## src/rtl/tmr_pkg.sv

```systemverilog
// Shared types and widths for the TMR vote controller and its channel FSMs.
package tmr_pkg;

    typedef enum logic [1:0] {
        OK      = 2'd0,
        SUSPECT = 2'd1,
        FAULTY  = 2'd2
    } chan_state_t;

    localparam int CNT_W         = 4;
    localparam int MISS_EVENTS_W = 16;

endpackage

```

## src/rtl/majority_voter.sv

```systemverilog
// Single-bit 2-of-3 majority voter.
module majority_voter (
    input  logic a,
    input  logic b,
    input  logic c,
    output logic y
);

    assign y = (a & b) | (a & c) | (b & c);

endmodule

```

## src/rtl/tmr_vote_controller.sv

```systemverilog
// TMR vote controller: registered bitwise vote over channels a/b/c with per-channel
// miss tracking, channel retirement and degraded 2/1/0-healthy voting.
module tmr_vote_controller
    import tmr_pkg::*;
#(
    parameter int WIDTH      = 1,
    parameter int MISS_LIMIT = 3
) (
    input  logic             clk,
    input  logic             rst,
    input  logic [WIDTH-1:0] a,
    input  logic [WIDTH-1:0] b,
    input  logic [WIDTH-1:0] c,
    input  logic             valid_in,
    input  logic             clear_fault,
    output logic [WIDTH-1:0] y,
    output logic             valid_out,
    output logic [2:0]       fault,
    output logic             disagree,
    output logic             all_failed,
    output logic [15:0]      miss_events
);

    localparam logic [CNT_W-1:0] LIMIT_CNT = CNT_W'(MISS_LIMIT);

    logic [WIDTH-1:0]         chan_word [3];
    logic [WIDTH-1:0]         maj_word;
    logic [WIDTH-1:0]         vote_word;
    logic                     disagree_next;
    logic [2:0]               fault_cur;
    logic [2:0]               fault_next;
    logic [2:0]               healthy;
    logic [2:0]               mismatch;
    logic [1:0]               miss_inc;
    logic [MISS_EVENTS_W:0]   miss_sum;

    logic [WIDTH-1:0]         y_reg;
    logic                     valid_out_reg;
    logic                     disagree_reg;
    logic                     all_failed_reg;
    logic [MISS_EVENTS_W-1:0] miss_events_reg;

    assign chan_word[0] = a;
    assign chan_word[1] = b;
    assign chan_word[2] = c;
    assign healthy      = ~fault_cur;

    genvar gi;
    generate
        for (gi = 0; gi < WIDTH; gi++) begin : g_vote
            majority_voter u_maj (
                .a (a[gi]),
                .b (b[gi]),
                .c (c[gi]),
                .y (maj_word[gi])
            );
        end
    endgenerate

    // With no healthy channel the vote source is the previous y, so y simply holds.
    always_comb begin
        vote_word     = y_reg;
        disagree_next = 1'b0;
        case (healthy)
            3'b111: vote_word = maj_word;
            3'b011: begin vote_word = a; disagree_next = (a != b); end
            3'b101: begin vote_word = a; disagree_next = (a != c); end
            3'b110: begin vote_word = b; disagree_next = (b != c); end
            3'b001: vote_word = a;
            3'b010: vote_word = b;
            3'b100: vote_word = c;
            default: vote_word = y_reg;
        endcase
    end

    generate
        for (gi = 0; gi < 3; gi++) begin : g_chan
            chan_state_t      state_reg;
            chan_state_t      state_next;
            logic [CNT_W-1:0] cnt_reg;
            logic [CNT_W-1:0] cnt_next;
            logic [CNT_W-1:0] cnt_inc;

            assign cnt_inc        = cnt_reg + CNT_W'(1);
            assign mismatch[gi]   = healthy[gi] && (chan_word[gi] != vote_word);
            assign fault_cur[gi]  = (state_reg == FAULTY);
            assign fault_next[gi] = (state_next == FAULTY);

            // A clear wins over a simultaneous sample: that sample's misses never reach the FSM.
            always_comb begin
                state_next = state_reg;
                cnt_next   = cnt_reg;
                if (clear_fault) begin
                    state_next = OK;
                    cnt_next   = '0;
                end else if (valid_in) begin
                    case (state_reg)
                        OK: begin
                            if (mismatch[gi]) begin
                                cnt_next   = CNT_W'(1);
                                state_next = (MISS_LIMIT == 1) ? FAULTY : SUSPECT;
                            end
                        end
                        SUSPECT: begin
                            if (!mismatch[gi]) begin
                                state_next = OK;
                                cnt_next   = '0;
                            end else begin
                                cnt_next = cnt_inc;
                                if (cnt_inc == LIMIT_CNT) begin
                                    state_next = FAULTY;
                                end
                            end
                        end
                        default: state_next = state_reg;
                    endcase
                end
            end

            always_ff @(posedge clk or posedge rst) begin
                if (rst) begin
                    state_reg <= OK;
                    cnt_reg   <= '0;
                end else begin
                    state_reg <= state_next;
                    cnt_reg   <= cnt_next;
                end
            end
        end
    endgenerate

    assign miss_inc = {1'b0, mismatch[0]} + {1'b0, mismatch[1]} + {1'b0, mismatch[2]};
    assign miss_sum = {1'b0, miss_events_reg} + (MISS_EVENTS_W + 1)'(miss_inc);

    always_ff @(posedge clk or posedge rst) begin
        if (rst) begin
            y_reg           <= '0;
            valid_out_reg   <= 1'b0;
            disagree_reg    <= 1'b0;
            all_failed_reg  <= 1'b0;
            miss_events_reg <= '0;
        end else begin
            valid_out_reg <= valid_in;
            if (valid_in) begin
                y_reg        <= vote_word;
                disagree_reg <= disagree_next;
                miss_events_reg <= miss_sum[MISS_EVENTS_W] ? '1 : miss_sum[MISS_EVENTS_W-1:0];
            end
            if (clear_fault) begin
                all_failed_reg <= 1'b0;
            end else if (&fault_next) begin
                all_failed_reg <= 1'b1;
            end
        end
    end

    assign y           = y_reg;
    assign valid_out   = valid_out_reg;
    assign fault       = fault_cur;
    assign disagree    = disagree_reg;
    assign all_failed  = all_failed_reg;
    assign miss_events = miss_events_reg;

endmodule
```

## config.mk

```make
export PLATFORM = sky130hd
export DESIGN_NAME = tmr_vote_controller
export DESIGN_NICKNAME = d
export VERILOG_FILES = /design/src/rtl/tmr_pkg.sv /design/src/rtl/majority_voter.sv /design/src/rtl/tmr_vote_controller.sv
export SDC_FILE = /design/constraint.sdc
export NUM_CORES = 1
export LEC_CHECK = 0
export CAP_MARGIN = 20
export CELL_PAD_IN_SITES_DETAIL_PLACEMENT = 1
export CELL_PAD_IN_SITES_GLOBAL_PLACEMENT = 1
export CORE_MARGIN = 4
export CORE_UTILIZATION = 46
export DETAILED_ROUTE_END_ITERATION = 10
export GPL_TIMING_DRIVEN = 0
export PLACE_DENSITY = 0.85
export SLEW_MARGIN = 10
export SYNTH_ARGS = -nofsm -noshare
export SYNTH_HDL_FRONTEND = slang
export SYNTH_SLANG_ARGS = --single-unit
```

## constraint.sdc

```tcl
create_clock -name clk -period 5.9 [get_ports clk]
set_input_delay 0.59 -clock clk [delete_from_list [all_inputs] [get_ports clk]]
set_output_delay 0.59 -clock clk [all_outputs]
set_load 0.01 [all_outputs]
```

# Word level (Yosys, flattened, before mapping)
# Index checks and enable logic that the tools add are counted.
[word_totals] register_bits=38 input_bits=7 output_inout_bits=23 wordCells=106
[op_classes] add_sub_neg=6 n_eq_ne=28 n_mux=38 bitwise=6 n_reduce_logical=17
[op_table] operator="4-bit two-way mux" count=12
[op_table] operator="2-bit two-way mux" count=15
[op_table] operator="4-bit one-hot mux with 2 select lines" count=3
[op_table] operator="16-bit by 2-bit adder with 17-bit output" count=1
[op_table] operator="16-bit two-way mux" count=1
[op_table] operator="4-bit by 1-bit adder with 4-bit output, second input constant" count=3
[op_table] operator="2-bit == test, second input constant" count=6
[op_table] operator="3-bit == test, second input constant" count=4
[op_table] operator="4-bit by 2-bit == test with 1-bit output, second input constant" count=3
[op_table] operator="2-bit one-hot mux with 2 select lines" count=3
[op_table] operator="3-bit AND reduction" count=4
[op_table] operator="3-bit != test, second input constant" count=3
[op_table] operator="3-bit nonzero test" count=3
[op_table] operator="2-bit by 1-bit == test with 1-bit output, second input constant" count=3
[op_table] operator="3-bit by 2-bit == test with 1-bit output, second input constant" count=2
[op_table] operator="2-bit zero test" count=3
[op_table] operator="1-bit != test" count=6
[op_table] operator="1-bit one-hot mux with 4 select lines" count=1
[op_table] operator="2-bit nonzero test" count=2
[op_table] operator="1-bit bitwise AND" count=3
[op_table] operator="3-bit by 1-bit == test with 1-bit output, second input constant" count=1
[op_table] operator="1-bit logical AND" count=3
[op_table] operator="3-bit NOT" count=1
[op_table] operator="1-bit one-hot mux with 3 select lines" count=1
[op_table] operator="other kinds (6)" count=8

# Longest topological paths before layout
[depth] word_depth=15 depth_mapped=18

# Modules after synthesis
# A second synthesis with hierarchy kept.
[hier_totals] hier_cells=267 hier_area_um2=2381.0
[by_module_without_submodules] module="tmr_vote_controller" instances=1 cells_each=266 area_per_inst_um2=2369.8 seq_area_each_um2=950.9
[by_module_without_submodules] module="majority_voter" instances=1 cells_each=1 area_per_inst_um2=11.3 seq_area_each_um2=0.0

# Least setup slack after synthesis
# Ideal clock, no wire load.
[synth_path] path_kind="in2reg" startpoint="input b" endpoint="register miss_events_reg[3] (netlist: miss_events[3])" arrival_time_ns=3.831 setup_slack_ns=1.940 cell_stages=16 path_buffers=2 path_cell_list="clkbuf_1 nor2_1 o32ai_2 nor2_1 xnor2_1 nand2_1 fa_1 inv_1 ha_1 fa_1 and3_1 and2_1 nand3_1 or3_1 clkbuf_1 nand2_1"
[synth_between] elab_chain_cells=10 elab_cells_between_ends=15 classes_between="add/sub (3); eq/ne (3); mux (2); bitwise (4); reduce/logical (3)"
[synth_lines] element="start, declared" line="tmr_vote_controller.sv:12" text="input logic [WIDTH-1:0] b,"
[synth_lines] element="1-bit bitwise AND" line="majority_voter.sv:9" text="assign y = (a & b) | (a & c) | (b & c);"
[synth_lines] element="1-bit bitwise OR (2 in a row)" line="majority_voter.sv:9"
[synth_lines] element="1-bit one-hot mux with 4 select lines" line="tmr_vote_controller.sv:64" text="case (healthy)"
[synth_lines] element="1-bit != test" line="tmr_vote_controller.sv:85" text="assign mismatch[gi] = healthy[gi] && (chan_word[gi] != vote_word);"
[synth_lines] element="1-bit logical AND" line="tmr_vote_controller.sv:85"
[synth_lines] element="1-bit by 1-bit adder with 2-bit output" line="tmr_vote_controller.sv:132" text="assign miss_inc = {1'b0, mismatch[0]} + {1'b0, mismatch[1]} + {1'b0, mismatch[2]};"
[synth_lines] element="2-bit by 1-bit adder with 2-bit output *" line="tmr_vote_controller.sv:132"
[synth_lines] element="16-bit by 2-bit adder with 17-bit output *" line="tmr_vote_controller.sv:133" text="assign miss_sum = {1'b0, miss_events_reg} + (MISS_EVENTS_W + 1)'(miss_inc);"
[synth_lines] element="16-bit two-way mux *" line="tmr_vote_controller.sv:147" text="miss_events_reg <= miss_sum[MISS_EVENTS_W] ? '1 : miss_sum[MISS_EVENTS_W-1:0];"
[synth_lines] element="end signal, assigned" line="tmr_vote_controller.sv:147"
[synth_lines] element="end, declared" line="tmr_vote_controller.sv:41" text="logic [MISS_EVENTS_W-1:0] miss_events_reg;"
# Every way passes the cells marked *; elsewhere a longest branch is shown, timed or not.
# A chain may end at the register's enable or synchronous reset.

# Worst setup path in the final report
[layout_path] startpoint="input b" endpoint="register miss_events_reg[11] (netlist: miss_events[11])"
# Same word-level chain as after synthesis.

==> impl_metrics.prom <==
# TYPE chip_impl_metric gauge
chip_impl_metric{name="period_utilization",unit="%"} 81.8
chip_impl_metric{name="cts_buf_count",unit=""} 5
chip_impl_metric{name="dr.pass1.iters",unit=""} 4
chip_impl_metric{name="synth_async_sr_flop_share",unit="%"} 100
chip_impl_metric{name="cts.hold.buffers_added",unit=""} 0
chip_impl_metric{name="critical_path_arrival",unit="ns"} 4.99
chip_impl_metric{name="multiInputGateArea",unit="sq um"} 1470
chip_impl_info{name="hold_path.startpoint",value="miss_events[11]"} 1
chip_impl_metric{name="count_of_flip_flops_with_a_built_in_enable_after_synthesis",unit=""} 0
chip_impl_metric{name="globalRoute.totalOverflow",unit=""} 0
chip_impl_info{name="timing.setup.critical_path_class",value="in2reg"} 1
chip_impl_metric{name="routed-via-count",unit=""} 2252
chip_impl_metric{name="worst-r2r-setup-slack",unit="ns"} 1.49
chip_impl_metric{name="routed_wl",unit="um"} 6390
chip_impl_info{name="cts_tree",value="done"} 1
chip_impl_metric{name="grt_max_degree",unit=""} 21
chip_impl_metric{name="dpl.hpwl",unit="um"} 4970
chip_impl_metric{name="finalWorstPathRequiredPeriod",unit="ns"} 4.82
chip_impl_metric{name="drc_violation_total_after_the_first_tritonroute_iteration",unit=""} 87
chip_impl_metric{name="post_detailed_route_wirelength_per_cell",unit="um"} 16.5
chip_impl_info{name="min_to",value="miss_events[11]"} 1
chip_impl_metric{name="final_cell_area",unit="sq um"} 3020
chip_impl_metric{name="antennaDiodeCount",unit=""} 0
chip_impl_metric{name="p_leak",unit="nW"} 1.32
chip_impl_metric{name="cts.htree.levels",unit=""} 2
chip_impl_info{name="r2r-end",value="miss_events[11]"} 1
chip_impl_metric{name="clock-skew-final",unit="ns"} 0.00697
chip_impl_metric{name="core_area",unit="sq um"} 5240
chip_impl_metric{name="critical_path.max_stage_delay",unit="ns"} 0.48
chip_impl_metric{name="finalHoldViolCount",unit=""} 0
chip_impl_info{name="status",value="completed"} 1
chip_impl_metric{name="relSlewSlack",unit="%"} 53.4
chip_impl_metric{name="power_per_cell_area",unit="nW/um^2"} 248
chip_impl_metric{name="initial_core_util",unit="%"} 48.4
chip_impl_metric{name="tightest_slew",unit="ns"} 0.694
chip_impl_info{name="synth_ff_type",value="dfrtp_1"} 1
chip_impl_metric{name="timing.critical_path.required",unit="ns"} 6.07
chip_impl_info{name="rsz0062_at_grt",value="no"} 1
chip_impl_metric{name="syn-instance-count",unit=""} 280
chip_impl_info{name="cts_root_buf",value="clkbuf_8"} 1
chip_impl_metric{name="number_of_stages_on_the_worst_hold_path",unit=""} 2
chip_impl_metric{name="insertion_delay",unit="ns"} 0.30
chip_impl_metric{name="yosys.area_share.xor_xnor",unit="%"} 6.57
chip_impl_info{name="critical_path.top_delay_family",value="buffers and inverters"} 1
chip_impl_info{name="rr_startpoint",value="g_chan[1].state_reg[0]"} 1
chip_impl_metric{name="achievable-frequency",unit="MHz"} 207
chip_impl_info{name="hold_path.class",value="reg2reg"} 1
chip_impl_metric{name="sequential_cell_area",unit="sq um"} 951
chip_impl_info{name="timing.critical_path.from_type",value="input port"} 1
chip_impl_metric{name="netlist_area",unit="sq um"} 2530
chip_impl_info{name="cell_by_cell_listing_of_the_critical_path",value="clkdlybuf4s50_1 -> clkbuf_1 -> nor2_1 -> o32ai_2 -> nor2_1 -> xnor2_1 -> nand2_1 -> fa_1 -> inv_1 -> ha_1 -> fa_1 -> and3_1 -> and2_1 -> nand3_1 -> or3_1 -> clkbuf_1 -> nand2_1"} 1
chip_impl_metric{name="mappedNetlistNets",unit=""} 298
chip_impl_metric{name="synth_simple_gate_area_share",unit="%"} 27.1
chip_impl_metric{name="synth.ff_latch_count",unit=""} 38
chip_impl_metric{name="fraction_of_synthesized_area_in_multiplexers",unit="%"} 1.28
chip_impl_metric{name="die-area",unit="sq um"} 6760
chip_impl_metric{name="grt_use_total",unit="%"} 21.7
chip_impl_metric{name="synth_area_per_cell",unit="sq um"} 9.05
chip_impl_metric{name="grt_pass1_vias",unit=""} 2400
chip_impl_metric{name="antenna_violations_before_repair",unit=""} 0
chip_impl_info{name="worst_path_max_delay_cell",value="fa_1"} 1
chip_impl_metric{name="io_pins",unit=""} 30
chip_impl_metric{name="yosys.area_share.adder",unit="%"} 6.02
chip_impl_metric{name="irDropWorstVdd",unit="uV"} 177
chip_impl_metric{name="r2r_cell_count",unit=""} 16
chip_impl_metric{name="synth.yosys.seq_area_share",unit="%"} 37.5
chip_impl_metric{name="io_buffer_count",unit=""} 28
chip_impl_metric{name="final-max-slew-violation-count",unit=""} 0
chip_impl_metric{name="post_cts_setup_repair_bufs",unit=""} 0
chip_impl_metric{name="fill_cells",unit=""} 627
chip_impl_metric{name="post_dp_cell_area",unit="sq um"} 2930
chip_impl_metric{name="grt_first_pass_wirelength",unit="um"} 11400
chip_impl_metric{name="clock-sinks",unit=""} 38
chip_impl_metric{name="layout-drive-gt1-share",unit="%"} 10.7
chip_impl_metric{name="max-clock-path-buffers",unit=""} 2
chip_impl_metric{name="std_cell_rows",unit=""} 26
chip_impl_info{name="synth_top_family_by_area",value="simple AND/OR/NAND/NOR gates"} 1
chip_impl_metric{name="clk_pin_slew",unit="ns"} 0.08
chip_impl_metric{name="synth-compound-area-share",unit="%"} 17.2
chip_impl_metric{name="final_setup_violation_count",unit=""} 0
chip_impl_metric{name="critical_path.max_fanout",unit=""} 10
chip_impl_metric{name="global_placement_routability_congestion",unit=""} 0.823
chip_impl_metric{name="drc_errors",unit=""} 0
chip_impl_metric{name="synth.distinct_cells",unit=""} 61
chip_impl_metric{name="worstPathBufferInverterCount",unit=""} 4
chip_impl_metric{name="avgViaCountPerCell",unit=""} 5.82
chip_impl_metric{name="ys.warnings.count",unit=""} 0
chip_impl_info{name="setup.worst_path.end_class",value="register"} 1
chip_impl_metric{name="die_height",unit="um"} 82.2
chip_impl_metric{name="max-cap-violations",unit=""} 0
chip_impl_metric{name="number_of_flip_flops_under_the_largest_register_name",unit=""} 16
chip_impl_metric{name="finalSetupTns",unit="ns"} 0
chip_impl_metric{name="layout_overhead_on_the_synthesized_area",unit="%"} 19.4
chip_impl_metric{name="final_antenna_net_count",unit=""} 0
chip_impl_metric{name="nNetsFinal",unit=""} 334
chip_impl_metric{name="die_w",unit="um"} 82.2
chip_impl_metric{name="post_cts_gate_resize_count",unit=""} 0
[final cells by class]
cell class              count  share of cell area (%)
multi-input cells         217                    48.7
flip-flops and latches     38                    31.4
repair buffers             29                    10.2
well taps                  70                    2.90
clock buffers               6                    2.73
inverters                  16                    2.15
plain buffers               9                    1.45
clock inverters             2                   0.414
[Yosys cell counts (2+ instances only)]
cell      instances  area share (%)
a22o_1            2            0.69
mux2_2            2            0.89
nand4_1           4            0.99
o21a_1            2            0.59
nor4_2            2            0.99
buf_2             2            0.40
nor4_1            3            0.74
a41o_1            2            0.79
or4b_2            2            0.79
and4_1            2            0.69
or3_1             6             1.5
nand2_1          30             4.4
and2_1            5             1.2
dfrtp_1          38              38
nand3_1          14             2.8
ha_1              9             4.4
a221o_1           2            0.79
o21ai_0           7             1.4
a311oi_1          2            0.69
xnor2_1          12             4.1
a21o_1            2            0.59
xor2_1            7             2.4
inv_4             2            0.49
o21ai_1           2            0.40
o211ai_1          2            0.59
nor4b_1           2            0.69
and3_1            5             1.2
a31oi_1           7             1.7
nor3_1           11             2.2
o31ai_1           3            0.89
nand2b_4          2             1.1
nor2_1           20             3.0
inv_1            12             1.8
fa_1              2             1.6
nor2b_1           6             1.5
clkbuf_1          6            0.89
nand2b_1          4            0.99
a21oi_1          14             2.8
[worst max path at each step]
stage	cells past startpoint	slack [ns]	to	start
after floorplan	16	1.94	miss_events[3]	b
after global placement	17	0.83	miss_events[8]	b
after detailed placement	17	0.72	miss_events[3]	b
after CTS	17	1.03	miss_events[3]	b
after global routing	17	0.67	miss_events[11]	b
final	17	1.08	miss_events[11]	b
[tightest hold or removal path: stages, from the launching register on]
cell,delay (ns)
dfrtp_1,0.38
xor2_1,0.08
nand2_1,0.06
[metal layers]
layer  track usage [%]  routed length [um]  vias up
met4              6.64                  77        0
li1                  -                   -     1090
met3              3.80                 135        7
met5                 0                   0        -
met1              27.5                2960     1133
met2              37.4                3220       22
[report_power, final]
group | leakage (nW) | total, mW | switching (mW) | internal [mW]
logic | 0.769 | 0.229 | 0.116 | 0.113
clock network | 0.0472 | 0.193 | 0.0994 | 0.0940
registers | 0.507 | 0.327 | 0.0363 | 0.291
total | 1.32 | 0.750 | 0.252 | 0.498
[kinds of logic after synthesis]
group,count (synthesis)
simple gates,125
compound gates,59
flops,38
buf+inv,25
xor+xnor,19
fa+ha+maj,11
mux,3
[stage by stage]
stage	total power [mW]	hold slack (ns)	util [%]	instances	setup slack, ns
floorplan	0.463	0.504	-	280	1.94
global placement	0.551	0.516	55.4	378	0.826
detailed placement	0.564	0.537	55.9	379	0.723
CTS	0.760	0.556	57.7	387	1.03
global route	0.804	0.577	57.7	387	0.673
finish	0.750	0.548	57.7	387	1.08
[layout by cell type, fill, tap and decap left out, types with 3 or more instances in the layout]
cell,n
dfrtp_1,38
nand2_1,30
clkdlybuf4s50_1,28
nor2_1,20
a21oi_1,14
nand3_1,14
xnor2_1,12
nor3_1,11
inv_1,11
ha_1,9
xor2_1,7
a31oi_1,7
o21ai_0,7
clkbuf_1,6
or3_1,6
nor2b_1,6
clkbuf_8,6
and3_1,5
and2_1,5
nand4_1,4
nand2b_1,4
nor4_1,3
o31ai_1,3
No activity file was read; power rests on OpenSTA's default activity.
==> variant (same flow settings) <==
The output `valid_out` loses its register stage (`valid_out_reg` becomes a continuous assignment).
--- a/src/rtl/tmr_vote_controller.sv
+++ b/src/rtl/tmr_vote_controller.sv
@@ -135,12 +135,10 @@
     always_ff @(posedge clk or posedge rst) begin
         if (rst) begin
             y_reg           <= '0;
-            valid_out_reg   <= 1'b0;
             disagree_reg    <= 1'b0;
             all_failed_reg  <= 1'b0;
             miss_events_reg <= '0;
         end else begin
-            valid_out_reg <= valid_in;
             if (valid_in) begin
                 y_reg        <= vote_word;
                 disagree_reg <= disagree_next;
@@ -154,6 +152,8 @@
         end
     end
 
+    assign valid_out_reg = valid_in;
+
     assign y           = y_reg;
     assign valid_out   = valid_out_reg;
     assign fault       = fault_cur;
Check against the original RTL: not equivalent (a bounded check fails within 4 cycles, from zero or initial values and one cycle with rst high).
==> variant against the original RTL <==
Global-route usage is 0.19 points lower; worst setup slack worse by 0.32 ns; design area is 6.2% lower; wire length is 2.1% lower; via count is 7.3% lower; power is 6.7% lower; clock power is 6% lower; sequential cell count is 1 lower; combinational power is 12% lower; area after synthesis is 5.8% lower; critical endpoint is now miss_events[7]$_DFFE_PP0P_; largest cell class unchanged; highest routed layer unchanged.
==> variant: results (changes against the original RTL) <==
----------------------------------------------------
[Status]
  Result of the run ... completed

[Route]
  Final routed wirelength across all metal layers ... 6.25 mm (-2.1%)
  Vias/cell ... 5.75 (-1.2%)
  Starting DRC count in detailed routing ... 92 (+5.7%)

[Placed design]
  Final weighted congestion of routability-driven global placement ... 0.835 (+1.4%)
  Detail Placement HPWL ... 4.59 mm (-7.6%)
  Post-DP Area ... 0.00275 mm2 (-6.1%)

[Setup path]
  Destination of the worst register-to-register timing path ... miss_events[7]$_DFFE_PP0P_
  Start point of the critical path ... a
  Dominant delay contributor by cell family on the critical path ... adder cells
  Data arrival time of the worst path ... 5.29 ns (+0.30 ns)
  Cell with the biggest individual delay on the critical path ... sky130_fd_sc_hd__xor2_1
  Setup crit end ... miss_events[7]$_DFFE_PP0P_
  Worst reg-to-reg setup slack ... 1.21 ns (-0.28 ns)
  Maximum single-stage delay on the critical path ... 0.53 ns (+0.05 ns)
  Worst reg-to-reg path cell count ... 15 (-1)

[Finish]
  Multi-input gates ... 193 (-11%)
  Multi-input gate area in the final layout ... 0.00131 mm2 (-11%)
  Number of signal-net inverters in the final layout ... 19 (+3)
  Seq_cells ... 37 (-2.6%)
  Final net count ... 314 (-6.0%)
  Clk_buf instances ... 7 (+1)
  Register cell area after layout ... 926 um2 (-2.6%)
  Non-CTS buffers ... 40 (+5.3%)
  Layout cells sized above 1 ... 9.46% (-1.3 points)

[STA]
  Worst hold margin ... 0.511 ns (-0.0370 ns)
  Worst Skew ... 0.00644 ns (-0.000531 ns)
  Share of the cycle needed by the critical path after routing ... 87.1% (+5.4 points)
  Transition time at the pin with the least slew margin ... 0.805 ns (+0.112 ns)

[Synthesis]
  Synthesized area per cell ... 9.15 um2 (+1.1%)
  Number of nets produced by synthesis ... 279 (-6.4%)
  Count of cell types in the netlist ... 57 (-6.6%)
  Seq/Total Area, Yosys ... 38.8% (+1.3 points)

[Floorplan]
  Site Rows ... 25 (-3.8%)

[Power]
  Max IR drop VDD ... 0.183 mV (+2.9%)
  Leakage Power ... 1.25 nW (-5.8%)

[Global routing]
  Number of global-route vias before repair ... 2185 (-9.0%)
  Largest net degree at the start of global routing ... 38 (+81%)
  Global-route wire length before repair ... 10.6 mm (-6.6%)
  Combined global-route utilization of all metal layers ... 21.5% (-0.19 points)

[Hold path]
  Worst Hold Endpoint ... all_failed$_DFFE_PP0P_
  Cell depth of the worst hold path ... 1 (-1)

----------------------------------------------------
variant: power breakdown:
group	leakage (nW)	internal, mW	switching [mW]	total, mW
clock network	0.0443	0.0928	0.0897	0.182
registers	0.496	0.282	0.0334	0.316
logic	0.705	0.0992	0.102	0.201
variant: routing by layer:
metal | vias up | routed length (um) | share of wire [%] | track usage, %
met3 | 8 | 166 | 2.7 | 4.18
met1 | 1043 | 2780 | 44 | 26.7
met2 | 25 | 3230 | 52 | 37.1
met5 | - | 0 | 0 | 0
met4 | 0 | 79 | 1.3 | 7.09
li1 | 1012 | - | - | -
variant: cell families after synthesis:
family          Yosys count  share of synthesized area, %
fa+ha+maj                11                          6.39
simple gates            104                          22.8
xor+xnor                 10                          3.67
compound gates           63                          19.8
mux                       5                          2.25
flops                    37                          38.8
buf+inv                  31                          6.34
